`src/rtl/digit_match_score.sv`:
```
// Per-ROI template agreement scorer: ten saturating accumulators, a snapshot
// register bank and the 0,1,2,3,0 phase sequencer for the max comparator tree.
module digit_match_score #(
  parameter int SCORE_W = 12
) (
  input  logic               pclk,
  input  logic               rst_n,
  input  logic               roi_start,
  input  logic               pix_valid,
  input  logic               pix_bit,
  input  logic [9:0]         tmpl_bits,
  input  logic               pix_last,
  output logic [SCORE_W-1:0] match_0,
  output logic [SCORE_W-1:0] match_1,
  output logic [SCORE_W-1:0] match_2,
  output logic [SCORE_W-1:0] match_3,
  output logic [SCORE_W-1:0] match_4,
  output logic [SCORE_W-1:0] match_5,
  output logic [SCORE_W-1:0] match_6,
  output logic [SCORE_W-1:0] match_7,
  output logic [SCORE_W-1:0] match_8,
  output logic [SCORE_W-1:0] match_9,
  output logic [2:0]         cnt,
  output logic               eval_busy,
  output logic               max_done,
  output logic               overrun
);

  // state | meaning
  // IDLE  | no evaluation, cnt = 4
  // P0-P3 | comparator phases, cnt = 0..3
  // P4    | final phase, cnt = 0; max_done follows
  typedef enum logic [2:0] {S_IDLE, S_P0, S_P1, S_P2, S_P3, S_P4} state_t;

  localparam logic [SCORE_W-1:0] SAT = '1;

  logic [9:0]         hit;
  logic               snap;
  logic [SCORE_W-1:0] acc     [10];
  logic [SCORE_W-1:0] acc_nxt [10];
  logic [SCORE_W-1:0] match_r [10];
  state_t             state, state_nxt;
  logic [2:0]         cnt_nxt;
  logic               done_nxt, ovr_nxt;

  assign hit  = {10{pix_valid}} & ~({10{pix_bit}} ^ tmpl_bits);
  assign snap = pix_valid & pix_last;

  // hit is already gated by pix_valid, so roi_start alone loads zero
  always_comb begin
    for (int i = 0; i < 10; i++) begin
      acc_nxt[i] = acc[i];
      if (roi_start)
        acc_nxt[i] = {{(SCORE_W-1){1'b0}}, hit[i]};
      else if (hit[i] && (acc[i] != SAT))
        acc_nxt[i] = acc[i] + 1'b1;
    end
  end

  always_ff @(posedge pclk or negedge rst_n) begin
    if (!rst_n) begin
      for (int i = 0; i < 10; i++) begin
        acc[i]     <= '0;
        match_r[i] <= '0;
      end
    end else begin
      for (int i = 0; i < 10; i++) begin
        acc[i] <= acc_nxt[i];
        if (snap) match_r[i] <= acc_nxt[i];
      end
    end
  end

  assign match_0 = match_r[0];
  assign match_1 = match_r[1];
  assign match_2 = match_r[2];
  assign match_3 = match_r[3];
  assign match_4 = match_r[4];
  assign match_5 = match_r[5];
  assign match_6 = match_r[6];
  assign match_7 = match_r[7];
  assign match_8 = match_r[8];
  assign match_9 = match_r[9];

  always_comb begin
    state_nxt = state;
    done_nxt  = 1'b0;
    ovr_nxt   = 1'b0;
    case (state)
      S_P0:    state_nxt = S_P1;
      S_P1:    state_nxt = S_P2;
      S_P2:    state_nxt = S_P3;
      S_P3:    state_nxt = S_P4;
      S_P4: begin
        state_nxt = S_IDLE;
        done_nxt  = 1'b1;
      end
      default: state_nxt = S_IDLE;
    endcase
    // a new snapshot restarts the sequence and cancels any pending max_done
    if (snap) begin
      state_nxt = S_P0;
      done_nxt  = 1'b0;
      ovr_nxt   = (state != S_IDLE);
    end
    case (state_nxt)
      S_P1:    cnt_nxt = 3'd1;
      S_P2:    cnt_nxt = 3'd2;
      S_P3:    cnt_nxt = 3'd3;
      S_P0,
      S_P4:    cnt_nxt = 3'd0;
      default: cnt_nxt = 3'd4;
    endcase
  end

  always_ff @(posedge pclk or negedge rst_n) begin
    if (!rst_n) begin
      state     <= S_IDLE;
      cnt       <= 3'd4;
      eval_busy <= 1'b0;
      max_done  <= 1'b0;
      overrun   <= 1'b0;
    end else begin
      state     <= state_nxt;
      cnt       <= cnt_nxt;
      eval_busy <= (state_nxt != S_IDLE);
      max_done  <= done_nxt;
      overrun   <= ovr_nxt;
    end
  end

endmodule

```
`config.mk`:
```
export PLATFORM = sky130hd
export DESIGN_NAME = digit_match_score
export DESIGN_NICKNAME = d
export VERILOG_FILES = /design/src/rtl/digit_match_score.sv
export SDC_FILE = /design/constraint.sdc
export NUM_CORES = 1
export LEC_CHECK = 0
export CORE_ASPECT_RATIO = 1.75
export CORE_MARGIN = 1.5
export CORE_UTILIZATION = 46
export DETAILED_ROUTE_END_ITERATION = 16
export MAX_ROUTING_LAYER = met4
export PLACE_DENSITY = 0.68
export SLEW_MARGIN = 20
export SYNTH_ARGS = -nofsm -noshare
export SYNTH_HDL_FRONTEND = slang
export SYNTH_SLANG_ARGS = --single-unit
```
`constraint.sdc`:
```
create_clock -name pclk -period 4.8 [get_ports pclk]
set_clock_uncertainty 0.05 [all_clocks]
set_input_delay 0.96 -clock pclk [delete_from_list [all_inputs] [get_ports pclk]]
set_output_delay 0.96 -clock pclk [all_outputs]
set_load 0.005 [all_outputs]
```
### Word level (Yosys, flattened, before mapping)

Cells that the tools add are included.

* $add $sub $neg: 10
* equal/unequal tests: 20
* muxes and demuxes: 26
* bitwise logic cells: 4
* reductions and logical operators: 13

Operator list (count)
* 2-to-1 mux 12 bit: 20
* adder 12 x 1 -> 12 bit (second input constant): 10
* inequality test 12 bit (second input constant): 10
* case mux 3 bit (4 select lines): 2
* equality test 3 x 2 -> 1 bit (second input constant): 4
* equality test 3 bit (second input constant): 4
* AND 10 bit: 1
* logical AND 1 bit: 10
* NOT 10 bit: 1
* XOR 10 bit: 1
* equality test 3 x 1 -> 1 bit (second input constant): 2
* nonzero test 3 bit: 2
* 2-to-1 mux 1 bit: 3
* 2-to-1 mux 3 bit: 1
* OR reduction 2 bit: 1
* AND 1 bit: 1

* register bits after elaboration: 249
* input port bits: 16
* output and inout port bits: 126
* logic and storage cells: 98

### Depth between registers and ports, before layout

Gate-level depths: netlist of run 1.

* word-level depth: 6
* depth in mapped cells: 7
* gate-level depth less buffers: 6

### Least setup slack after synthesis of run 1

No wires, ideal clock.

* path kind: input to register
* start: input port pix_bit
* end: register match_r (netlist bit match_7[8])
* library setup time: 0.126 ns
* data arrival time: 2.168 ns
* path slack: 2.456 ns
* stages on the path: 6
* buffers on the path: 1
* cells stage by stage: buf_6 xnor2_2 nand2_1 or4b_1 xor2_1 o21ai_1

* word-level cells in the longest chain between the ends: 6

RTL lines
* start: declaration: RTL line 10 `input logic pix_bit,`
* XOR 10 bit: RTL line 46 `assign hit = {10{pix_valid}} & ~({10{pix_bit}} ^ tmpl_bits);`
* NOT 10 bit: RTL line 46
* AND 10 bit: RTL line 46
* logical AND 1 bit: RTL line 55 `else if (hit[i] && (acc[i] != SAT))`
* 2-to-1 mux 12 bit: RTL line 55
* 2-to-1 mux 12 bit: RTL line 53 `if (roi_start)`
* end signal: indexed assignment: RTL line 69 `if (snap) match_r[i] <= acc_nxt[i];`
* end: declaration: RTL line 41 `logic [SCORE_W-1:0] match_r [10];`

Every way passes these cells.
A chain may end at the register's enable or synchronous reset.

### Final worst setup path of run 1

* start: input port pix_bit
* end: register match_r (netlist bit match_9[11])

Same word-level chain as after synthesis.

==> results of run 1 <==
## where the power goes
part | switching [mW] | total [mW] | internal (mW)
combinational | 0.227 | 0.412 | 0.186
clock | 0.777 | 1.91 | 1.13
sequential | 0.0798 | 2.26 | 2.18
## final timing paths
| kind | endpoint |
|---|---|
| setup reg to reg | acc[14]$_DFF_PN0_ |
| setup / recovery | match_9[11]$_DFFE_PN0P_ |
| hold reg to reg | match_2[4]$_DFFE_PN0P_ |
| min in group pclk | match_2[4]$_DFFE_PN0P_ |
| max in group asynchronous | cnt[2]$_DFF_PN1_ |
| hold / removal | match_8[8]$_DFFE_PN0P_ |
## sequential cells by signal, indices dropped and copies added, names as in the netlist, 3 cells and up
register and flops:
acc 120, match_0 12, match_1 12, match_2 12
match_3 12, match_4 12, match_5 12, match_6 12
match_7 12, match_8 12, match_9 12, cnt 3
state 3
## layout by cell type, fill, tap and decap left out, types with 4 or more instances in the layout
master           count
buf_4                8
xor2_1              22
nor4b_1              7
clkbuf_16           23
and2_1              13
or3_1                5
clkbuf_8             6
nand2_1            167
inv_1                9
nor2b_1              9
and4_1              16
nand3_1             38
dfrtp_1            248
a31oi_1             13
clkdlybuf4s50_1    138
ha_1                10
nor4_1              12
a22o_1               5
nor3b_1             12
mux2_2              11
and3_1              16
mux2i_1             26
clkbuf_1             5
o211ai_1             7
xnor2_1             58
nand2b_1            11
o31ai_1             11
o2111ai_1            4
nor3_1              36
clkinv_2             4
nand4_1             25
nor2_1             132
a21oi_1             13
o21ai_0            101
## stage by stage
step	cells	instance area [um^2]	hold slack, ns
finish	1575	13800	0.421
global route	1575	13800	0.457
CTS	1575	13800	0.434
detailed placement	1534	13000	0.419
global placement	1534	13000	0.413
floorplan	1127	11300	0.423
## worst register-to-register path, stage by stage, from the launching register on
cell and delay [ns]:
dfrtp_1 0.42, ha_1 0.36, nand3_1 0.16, nor4_2 0.47, nor2_1 0.16, a31oi_1 0.33
nor2b_1 0.18
## metal layers
metal  vias to the layer above  GRT usage (%)  part of all wire, %
met5                         -              -                    0
met4                         0           6.94                  2.7
met3                        46           2.35                  3.4
met2                       175           38.2                   53
met1                      4261           26.1                   41
li1                       4170              -                    -
## cells by family (layout without fill, tap and decap cells)
family | after synthesis | in the layout | share of synthesized area (%)
adder cells (fa/ha/maj) | 10 | 10 | 1.11
buffers and inverters | 59 | 199 | 2.17
AND/OR/NAND/NOR | 517 | 517 | 22.4
XOR/XNOR | 83 | 83 | 6.73
flip-flops | 249 | 249 | 55.1
AO/OA/AOI/OAI | 172 | 172 | 9.07
multiplexers | 37 | 37 | 3.40
## area by class of cell
cell class | instances | area (um^2)
Fill cell | 2202 | 10300
Inverter | 9 | 33.8
Timing Repair Buffer | 149 | 1480
Tap cell | 308 | 385
Clock inverter | 7 | 110
Multi-Input combinational cell | 819 | 4850
Clock buffer | 34 | 677
Sequential cell | 249 | 6230
==> out/summary.txt, run 1 <==
status: completed
final hold vios: 0
die area: 25600 um^2
Finished Core Util: 57.3%
share of cells above drive strength 1: 6.39%
vias in the first global route: 8626
Worst Path Arrival: 3.31 ns
slowest library cell on the worst path: xnor2_1
die outline height: 210 um
Worst-Skew Late Latency: 0.51 ns
Tcrit/Tclk final: 62.8%
Cell Chain, Critical Path: clkdlybuf4s50_1, buf_4, xnor2_1, nand3_1, nor4_1, mux2i_1, o21ai_0
number of synthesized flops with an enable pin: 0
CTS Hold Bufs: 0
clk buf depth: 3
Final min period: 3.01 ns
IO buf count: 141
PwrDens: 333 nW/um^2
setup_tns: 0 ns
Iter 0 DRT Violations: 495
area leader, netlist: dfrtp_1
antenna viol nets, final: 0
H-Tree Depth: 1
first-pass GRT wire length: 43600 um
initial antenna violation count: 0
synth cell count leaders: 248 x dfrtp_1, 168 x nand2_1, 132 x nor2_1, 101 x o21ai_0, 58 x xnor2_1
Net Count, Synth: 1153
TritonCTS clock tree: built
Syn Std Cell Area: 11300 um^2
post-synth top area share: 54.9%
Via density: 5.49
measured slew at the worst slew-check pin: 1.01 ns
via count: 8652
DIE WIDTH: 122 um
WP buf/inv: 2
Worst Path Required: 5.10 ns
Area Overhead vs Synth: 21.7%
P_leak: 5.75 nW
reg2reg start: acc[12]$_DFF_PN0_
clk root buf: clkbuf_16
# clock sinks: 249
final setup vio count: 0
post-synthesis area per instance: 10.0 um^2
Final Worst Setup Slack: 1.79 ns
CP Class: input pin to flop
count leader, synth: dfrtp_1
largest net degree at the start of global routing: 123
Max stage delay on crit path: 0.46 ns
worst reg2reg setup slack: 2.60 ns
DR pass1 iterations: 5
IO Count: 142
number of antenna diodes: 0
RSZ-0062 raised after global routing: no
dpl ws: 1.20 ns
Resize count post-CTS: 0
worst reg2reg path depth: 6
Slew headroom: 33.0%
CTS clk-pin slew, worst paths: 0.07 ns
WP depth: 7
Max Clk Rate: 332 MHz
initial core utilization: 47.1%
GPL Wtd Cong: 0.842
Avg WL per Cell: 16.7 um
Synth Flop Type: dfrtp_1
number of register bits inferred by synthesis: 249
Layout Nets: 1277
CP delay by family, top: simple AND/OR/NAND/NOR gates
Warnings, synthesis: 0
Setup crit end kind: flop
clock buffer count from CTS: 23
CP startpoint kind: input pin
synth unique cells: 61
largest cells by area after synthesis: dfrtp_1 55%, nand2_1 5.6%, xnor2_1 4.5%
post-CTS setup buffer count: 0
Max Slew Vio Count: 0
drt drc: 0
CORE AREA: 24000 um^2
Crit. Startpoint: pix_bit
Synth Instances: 1127
total power: 4.58 mW
sequential share of the synthesized area: 55.1%
Tot GR Track Use: 21.8%
row cnt: 75
ys async rst share: 100%
worst vdd ir: 0.000297 V
maximum net fanout on the critical path: 10
Tightest Hold Check Type: input pin to async pin
max-cap violations: 0
hpwl dp: 17500 um
final WL: 26400 um
total congestion overflow: 0
No activity file was read; power rests on OpenSTA's default activity.
==> inputs of run 2 (changes only) <==
--- a/config.mk
+++ b/config.mk
@@ -10,7 +10,7 @@
 export CORE_UTILIZATION = 46
 export DETAILED_ROUTE_END_ITERATION = 16
 export MAX_ROUTING_LAYER = met4
-export PLACE_DENSITY = 0.68
+export PLACE_DENSITY = 0.71
 export SLEW_MARGIN = 20
 export SYNTH_ARGS = -nofsm -noshare
 export SYNTH_HDL_FRONTEND = slang
==> constraint.sdc (replaced) <==
create_clock -name pclk -period 2.6 [get_ports pclk]
set_clock_uncertainty 0.05 [all_clocks]
set_input_delay 0.52 -clock pclk [delete_from_list [all_inputs] [get_ports pclk]]
set_output_delay 0.52 -clock pclk [all_outputs]
set_load 0.005 [all_outputs]
==> run 2 against run 1 <==
Combinational power increased by 94%. Final cell count increased by 1.5%. Via count increased by 2.4%. Die area unchanged. Non-clock buffer count increased by 20. Clock-buffer cell count increased by 4. Final area increased by 2.0%. Wire length increased by 3.7%.
==> out/summary.txt, run 2 (synthesis results as in run 1) <==
clock share of power: 42.7%
vias in the first global route: 9025
Placement Cell Area: 13200 um^2
Finished Layout Cells: 1598
largest net degree at the start of global routing: 64
dpl ws: 0.00695 ns
WHS Path Cells: 2
Inst Count DP: 1553
hold_sp: roi_start
Endpoint, Worst Hold: acc[38]$_DFF_PN0_
CORE AREA: 24000 um^2
final setup vio count: 0
initial core utilization: 47.1%
Layout Nets: 1298
max reg flops: 120
CTS clk-pin slew, worst paths: 0.07 ns
IO Count: 142
Multi-input gate area: 4850 um^2
fin area: 14000 um^2
sw frac: 23.5%
Iter 0 DRT Violations: 378
commonest non-fill, non-tap cell in the layout: dfrtp_1
worst reg2reg setup slack: 0.47 ns
die area: 25600 um^2
combinational share of power: 9.2%
final hold vios: 0
final WL: 27300 um
Tot GR Track Use: 22.8%
Finished Core Util: 58.4%
drt drc: 0
setup_tns: 0 ns
clock buffer count from CTS: 24
clk buf depth: 3
RSZ-0062 raised after global routing: no
reg2reg start: acc[12]$_DFF_PN0_
Setup crit end kind: flop
number of antenna diodes: 0
Worst Path Arrival: 2.53 ns
measured slew at the worst slew-check pin: 0.703 ns
via count: 8858
Reg power frac: 48.1%
CP startpoint kind: flop
Worst-Skew Late Latency: 0.53 ns
PwrDens: 618 nW/um^2
H-Tree Depth: 1
Max Clk Rate: 470 MHz
total power: 8.67 mW
r2r endpoint: acc[14]$_DFF_PN0_
Switch Pwr: 2.04 mW
antenna viol nets, final: 0
DIE WIDTH: 122 um
Crit. Startpoint: acc[12]$_DFF_PN0_
first-pass GRT wire length: 45400 um
clk root buf: clkbuf_16
Largest Register: acc
Fillers: 2099
Avg WL per Cell: 17.1 um
maximum net fanout on the critical path: 8
IO buf count: 141
Worst Path Required: 3.00 ns
worst vdd ir: 0.000572 V
die outline height: 210 um
row cnt: 75
worst reg2reg path depth: 6
status: completed
total congestion overflow: 0
sequential cell area: 6230 um^2
TritonCTS clock tree: built
DR pass1 iterations: 5
Tightest Hold Check Type: input pin to flop
Final min period: 2.13 ns
hpwl dp: 19100 um
most frequent cells in the layout: 248 x dfrtp_1, 167 x nand2_1, 138 x clkdlybuf4s50_1, 132 x nor2_1, 101 x o21ai_0
final hold slack: 0.358 ns
Tcrit/Tclk final: 81.8%
# clock sinks: 249
Pint: 6.64 mW
Slew headroom: 53.0%
max-cap violations: 0
GPL Wtd Cong: 0.853
P_leak: 5.89 nW
Final Worst Setup Slack: 0.473 ns
share of cells above drive strength 1: 7.83%
CP Class: flop to flop
Area Overhead vs Synth: 24.2%
initial antenna violation count: 0
Via density: 5.54
Max Slew Vio Count: 0
-- run 2: cell types whose count changed in the layout (fill, tap and decap cells not counted), sizes merged --
| cell | delta |
|---|---|
| buf | +19 |
| clkbuf | +4 |
| clkinv | -2 |
| clkinvlp | +1 |
| dlygate4sd3 | +1 |
-- run 2: timing repair --
action / in CTS / in global routing
setup buffers: 0 / 0
hold buffers: 1 / 0
resized for setup: 0 / 0
endpoints found under the hold margin: 48 / 0
-- run 2: power by group through the flow --
stage | clock (mW) | sequential [mW] | combinational, mW
after global routing | 3.95 | 4.19 | 0.895
after floorplan | 0 | 4.19 | 0.411
after CTS | 3.79 | 4.17 | 0.814
after global placement | 0 | 4.24 | 0.788
after detailed placement | 0 | 4.24 | 0.805
final | 3.70 | 4.17 | 0.798
-- run 2: worst max-delay path by stage --
stage / to / slack (ns) / cells past startpoint
floorplan: match_7[8]$_DFFE_PN0P_ / 0.70 / 6
global placement: match_3[6]$_DFFE_PN0P_ / 0.07 / 7
detailed placement: match_0[4]$_DFFE_PN0P_ / 0.007 / 7
CTS: acc[14]$_DFF_PN0_ / 0.46 / 6
global route: acc[14]$_DFF_PN0_ / 0.29 / 6
finish: acc[14]$_DFF_PN0_ / 0.47 / 6
-- run 2: layout make-up --
cell class / instances / area share [%]
Clock buffer: 38 / 5.23
Clock inverter: 6 / 0.793
Inverter: 9 / 0.241
Multi-Input combinational cell: 819 / 34.5
Sequential cell: 249 / 44.4
Tap cell: 308 / 2.74
Timing Repair Buffer: 169 / 12.1
-- run 2: layer usage --
metal	vias up	global-route usage (%)	share of wire, %
met2	191	40.1	53
met3	61	2.68	3.5
met5	-	-	0
met1	4399	26.2	40
met4	0	9.45	3.8
li1	4207	-	-
-- run 2: worst max-delay path: stages (launching register included) --
cell     delay [ns]
dfrtp_1        0.41
ha_1           0.35
nand3_1        0.16
nor4_2         0.45
nor2_1         0.16
a31oi_1        0.30
nor2b_1        0.18
